`src/rtl/seg7_capture.sv`:
```
// seg7_capture: recovers hex nibbles from a debounced 7-segment bus into a valid/ready holding register
module seg7_capture #(
  parameter int STABLE_CYCLES = 4,
  parameter int CNT_W = 8
) (
  input  logic       clk,
  input  logic       rst_n,
  input  logic [6:0] seg,
  input  logic       clr_ovr,
  output logic       out_valid,
  input  logic       out_ready,
  output logic [3:0] out_nibble,
  output logic       out_err,
  output logic       ovr
);
  typedef enum logic {SETTLE, LOCKED} state_t;
  state_t state;
  logic [6:0] seg_q, last_emit;
  logic [CNT_W-1:0] cnt;
  logic [3:0] nib;
  logic err, same, settle, emit, load, drop;
  always_comb begin
    nib = 4'h0;
    err = 1'b0;
    case (seg_q)
      7'h3F: nib = 4'h0;
      7'h06: nib = 4'h1;
      7'h5B: nib = 4'h2;
      7'h4F: nib = 4'h3;
      7'h66: nib = 4'h4;
      7'h6D: nib = 4'h5;
      7'h7D: nib = 4'h6;
      7'h07: nib = 4'h7;
      7'h7F: nib = 4'h8;
      7'h6F: nib = 4'h9;
      7'h77: nib = 4'hA;
      7'h7C: nib = 4'hB;
      7'h39: nib = 4'hC;
      7'h5E: nib = 4'hD;
      7'h79: nib = 4'hE;
      7'h71: nib = 4'hF;
      default: err = 1'b1;
    endcase
  end
  assign same   = seg == seg_q;
  assign settle = state == SETTLE && same && cnt == CNT_W'(STABLE_CYCLES - 1);
  // a blank clears last_emit so the next digit always emits, even if it repeats
  assign emit   = settle && seg_q != 7'h00 && seg_q != last_emit;
  assign load   = emit && (!out_valid || out_ready);
  assign drop   = emit && out_valid && !out_ready;
  always_ff @(posedge clk or negedge rst_n) begin
    if (!rst_n) begin
      state      <= SETTLE;
      seg_q      <= 7'h00;
      last_emit  <= 7'h00;
      cnt        <= '0;
      out_valid  <= 1'b0;
      out_nibble <= 4'h0;
      out_err    <= 1'b0;
      ovr        <= 1'b0;
    end else begin
      seg_q <= seg;
      cnt   <= !same ? '0 : cnt == CNT_W'(STABLE_CYCLES) ? cnt : cnt + CNT_W'(1);
      state <= settle ? LOCKED : !same ? SETTLE : state;
      if (settle) last_emit <= seg_q;
      if (load) begin
        out_valid  <= 1'b1;
        out_nibble <= nib;
        out_err    <= err;
      end else if (out_ready) begin
        out_valid <= 1'b0;
      end
      ovr <= drop | (ovr & ~clr_ovr);
    end
  end
endmodule

```
`config.mk`:
```
export PLATFORM = sky130hd
export DESIGN_NAME = seg7_capture
export DESIGN_NICKNAME = d
export VERILOG_FILES = /design/src/rtl/seg7_capture.sv
export SDC_FILE = /design/constraint.sdc
export NUM_CORES = 1
export LEC_CHECK = 0
export CORE_MARGIN = 4
export CORE_UTILIZATION = 45
export CTS_BUF_LIST = sky130_fd_sc_hd__clkbuf_8 sky130_fd_sc_hd__clkbuf_16
export DETAILED_ROUTE_END_ITERATION = 12
export PLACE_DENSITY = 0.78
export SLEW_MARGIN = 20
export SYNTH_ARGS = -nofsm -noshare
export SYNTH_HDL_FRONTEND = slang
export SYNTH_SLANG_ARGS = --single-unit
```
`constraint.sdc`:
```
create_clock -name clk -period 5.57 [get_ports clk]
set_clock_uncertainty 0.2 [all_clocks]
set_input_delay 1.114 -clock clk [delete_from_list [all_inputs] [get_ports clk]]
set_output_delay 1.114 -clock clk [all_outputs]
set_load 0.02 [all_outputs]
```
**Word level (Yosys, flattened, before mapping)**

Cells that the tools add are included.

- Bits in registers: 30
- Input port bits: 11
- Output and inout bits: 7
- Logic and storage cells: 56

- Add/sub/neg operators: 1
- Equal/unequal tests: 22
- Mux-type cells: 8
- Bitwise logic cells: 4
- Reductions and logical operators: 13

Operator list:

| cell | number |
|---|---|
| 7-bit == test (second input constant) | 12 |
| 4-bit case mux with 15 select lines | 1 |
| 8-bit two-way mux | 2 |
| 16-bit OR reduction | 1 |
| 7-bit by 3-bit == test with 1-bit output (second input constant) | 2 |
| 7-bit by 6-bit == test with 1-bit output (second input constant) | 2 |
| 8-bit by 1-bit adder with 8-bit output (second input constant) | 1 |
| 8-bit by 2-bit == test with 1-bit output (second input constant) | 1 |
| 8-bit by 3-bit == test with 1-bit output (second input constant) | 1 |
| 7-bit == test | 1 |
| 1-bit logical AND | 7 |
| 7-bit != test | 1 |
| 7-bit nonzero test | 1 |
| 1-bit two-way mux | 5 |
| 1-bit logical NOT | 2 |
| 2-bit by 1-bit != test with 1-bit output (second input constant) | 1 |
| 2-bit != test (second input constant) | 1 |
| 1-bit inverter | 2 |
| 2-bit nonzero test | 1 |
| 1-bit AND | 1 |
| 1-bit logical OR | 1 |
| 1-bit OR | 1 |

**Longest topological paths before layout**

- Depth after elaboration: 8
- Gate-level depth with buffers: 7
- Mapped depth without buffers: 6

**Worst setup path before layout**

OpenSTA, ideal clock, no wires.

- Kind: in2reg
- Start: input port seg[4]
- End: register out_err
- Setup time: 0.125 ns
- Arrival time: 2.466 ns
- Data required time: 5.245 ns
- Setup slack: 2.779 ns
- Stages on the path: 6
- Path buffers: 1
- Cells stage by stage: xnor2_1 nand3_1 or4_1 buf_6 nand4b_4 mux2_2

- Longest elaborated chain between the ends: 6

RTL lines:

| element | RTL line | text |
|---|---|---|
| start, declared | 8 | `input logic [6:0] seg,` |
| 7-bit == test | 45 | `assign same = seg == seg_q;` |
| 1-bit logical AND (2 in series) | 46 | `assign settle = state == SETTLE && same && cnt == CNT_W'(STABLE_CYCLES - 1);` |
| 1-bit logical AND (2 in series) | 48 | `assign emit = settle && seg_q != 7'h00 && seg_q != last_emit;` |
| 1-bit logical AND | 49 | `assign load = emit && (!out_valid \|\| out_ready);` |
| end signal, assigned | 69 | `out_err <= err;` |
| end, declared | 13 | `output logic out_err,` |

Every way passes these cells.
A chain may end at the register's enable or synchronous reset.

**Worst setup path in the final report**

- Start: input port seg[0]
- End: register out_err

The elaborated chain is that of the path after synthesis.

==> flow_summary.yaml <==
layout:
  syn_to_final_growth_pct: 13.7
  stdcell_count: 230
  layout-drive-gt1-share: 0.126
  fill_cells: 356
  n_antenna_cell: 0
  finalNetCount: 196
route:
  wl_per_cell_um: 14.4
  drc: 0
  vias: 1302
  wl_um: 3320
  firstDrtPassIters: 4
  ant_nets: 0
  vias_per_cell: 5.66
  drt-initial-drc-count: 120
logic_synthesis:
  syn_area_um2: 1740
  yosys_warnings: 0
  synthArstFlopShare: 1.00
  synth_edf_count: 0
  ys_types: 47
  synth-seq-cells: 30
  ys_dominant_reg_cell: "dfrtp_1"
  synthesis.nets: 185
  ys_seq_area_frac: 0.430
  syn_inst: 172
  avgSynthCellArea_um2: 10.1
power:
  irDropWorstVdd_mv: 0.0813
  powerDensity_nw_per_um2: 221
  switching_share: 0.238
  clock_power_share: 0.389
  internal_power_w: 0.000335
  seqPwrFrac: 0.531
  p_switching_w: 0.000104
  p_leak_nw: 0.833
  p_comb_frac: 0.080
clock_network:
  cts_resized: 0
  cts.clk_slew.worst_paths_ps: 60
  cts_tree: "yes"
  clkSinkCount: 30
  numCtsBuffers: 5
  clock-root-buffer: "clkbuf_8"
  worstSkewPairLatency_ps: 280
  htree_levels: 2
  clockBufferDepth: 2
  postCtsHoldBufs: 0
  cts_setup_buffers: 0
timing:
  tightest_slew_ps: 638
  final-setup-viol-count: 0
  max_freq_mhz: 311
  final.period_utilization: 0.578
  slew_headroom: 0.575
  setup_tns_ps: 0
  grt_setup_unrepaired: "no"
  slew_viol_final: 0
  finalCriticalPeriod_ps: 3220
  hold_viol_final: 0
setup_path:
  r2r_end: "out_err"
  worstPathMaxFanout: 10
  critPathLaunch: "seg[0]"
  end_kind: "register"
  cp-start-kind: "primary input"
  r2r_slack_ps: 2870
  required_ps: 5540
  worst_r2r_path_depth: 5
  cp.arrival_ps: 3180
  r2r-start: "seg_q[0]"
  path_class: "primary input to register"
floorplan:
  initial_core_util: 0.469
  die_w_um: 70.3
  fp.coreArea_um2: 3720
  io_pins: 18
  die_h_um: 70.3
  fp-row-count: 22
  die_area_um2: 4940
global_route:
  grt_max_degree: 31
  overflow: 0
  first_global_vias: 1235
  global_route.usage.total: 0.148
  grt_pass1_wl_um: 5780
  antenna_found_initial: 0
placement:
  dpl.cell_count: 224
  gp_congestion: 0.952
  detailed_place_hpwl_um: 2250
  port-buffer-count: 17
run_status:
  status: "complete, no violations"
hold_path:
  hold_path_class: "register to register"
  hold_end: "out_nibble[1]"
  min_delay_path_depth: 1
  hold_start: "out_nibble[1]"
flow_run:
  cap_violations: 0
[cell usage after synthesis (3+ instances only)]
cell,n,share of area
nand3_1,11,0.032
buf_1,4,0.0086
xnor2_1,12,0.060
inv_1,7,0.015
nand2b_1,3,0.011
dfrtp_1,30,0.43
buf_6,3,0.019
nand2_1,8,0.017
nand4_1,4,0.014
xor2_1,9,0.045
nor2b_1,3,0.011
nor2_1,13,0.028
mux2_2,11,0.071
clkbuf_1,4,0.0086
nor3_1,3,0.0086
a31oi_1,3,0.011
a21oi_1,4,0.011
[how the worst max path moves through the flow]
| stage | to |
|---|---|
| final | out_err |
| after global routing | out_err |
| after global placement | out_nibble[0] |
| after detailed placement | out_nibble[2] |
| after floorplan | out_err |
| after CTS | out_nibble[0] |
[placed cells by master (no fill, tap or decap), types with 2 or more instances in the layout]
cell	synthesis	layout
a32oi_1	2	2
mux2_2	11	11
a21oi_1	4	4
nand3_1	11	11
o32ai_1	2	2
nand3b_1	2	2
nor3b_1	2	2
o21ai_0	2	2
inv_1	7	7
nor2_1	13	13
o22ai_1	2	2
ha_1	2	2
xor2_1	9	9
nor4_1	2	2
nand2b_1	3	3
nor3_1	3	3
clkdlybuf4s50_1	0	17
clkbuf_8	0	6
a31oi_1	3	3
xnor2_1	12	12
dfrtp_1	30	30
a211oi_1	2	2
nand2_1	8	8
nand4_1	4	4
nor2b_1	3	3
[through the flow]
step / utilization / cell area [um^2] / power (W) / setup slack (ps) / hold slack (ps)
finish: 0.534 / 1980 / 0.000439 / 2350 / 305
global route: 0.534 / 1980 / 0.000457 / 2240 / 337
CTS: 0.534 / 1980 / 0.000442 / 2350 / 311
detailed placement: 0.511 / 1900 / 0.000272 / 2050 / 299
global placement: 0.511 / 1900 / 0.000271 / 2100 / 293
floorplan: - / 1740 / 0.000257 / 2780 / 268
[worst max-delay path, stage by stage]
cell	delay, ps
clkdlybuf4s50_1	500
xnor2_1	130
nand4_1	150
or4_1	690
nand4b_4	300
mux2_2	300
[cells by family after synthesis]
group,after synthesis,synth area share
AOI/OAI and AO/OA,23,0.0954
xor gates and xnor gates,21,0.105
adders and majority gates,2,0.0143
buffers and inverters,21,0.0617
DFF,30,0.430
muxes,12,0.0768
and+or+nand+nor,63,0.216
[area by class of cell]
type,count,area (um^2),area share
Inverter,7,26.3,0.0132
Tap cell,48,60.1,0.0303
Clock buffer,6,82.6,0.0416
Timing Repair Buffer,18,178,0.0896
Multi-Input combinational cell,121,886,0.447
Sequential cell,30,751,0.379
[layer usage]
metal  part of all wire  up-vias  track usage
li1                   -      626            -
met1               0.45      633        0.199
met2               0.47       38        0.210
met3              0.060        5       0.0561
met4              0.020        0       0.0660
met5                  0        -            0
[power groups by stage]
stage	Clock [W]	Sequential (W)	Combinational [W]
6_report	0.000171	0.000233	0.0000350
3_3_place_gp	0	0.000237	0.0000345
3_5_place_dp	0	0.000237	0.0000349
2_1_floorplan	0	0.000226	0.0000307
4_1_cts	0.000174	0.000233	0.0000355
5_1_grt	0.000184	0.000234	0.0000389
[flip-flops by register name (all words and copies together), names as in the netlist]
name	flops
cnt	8
seg_q	7
out_err	1
last_emit	7
ovr	1
state	1
out_valid	1
out_nibble	4
Power figures use the tool's default switching activity.
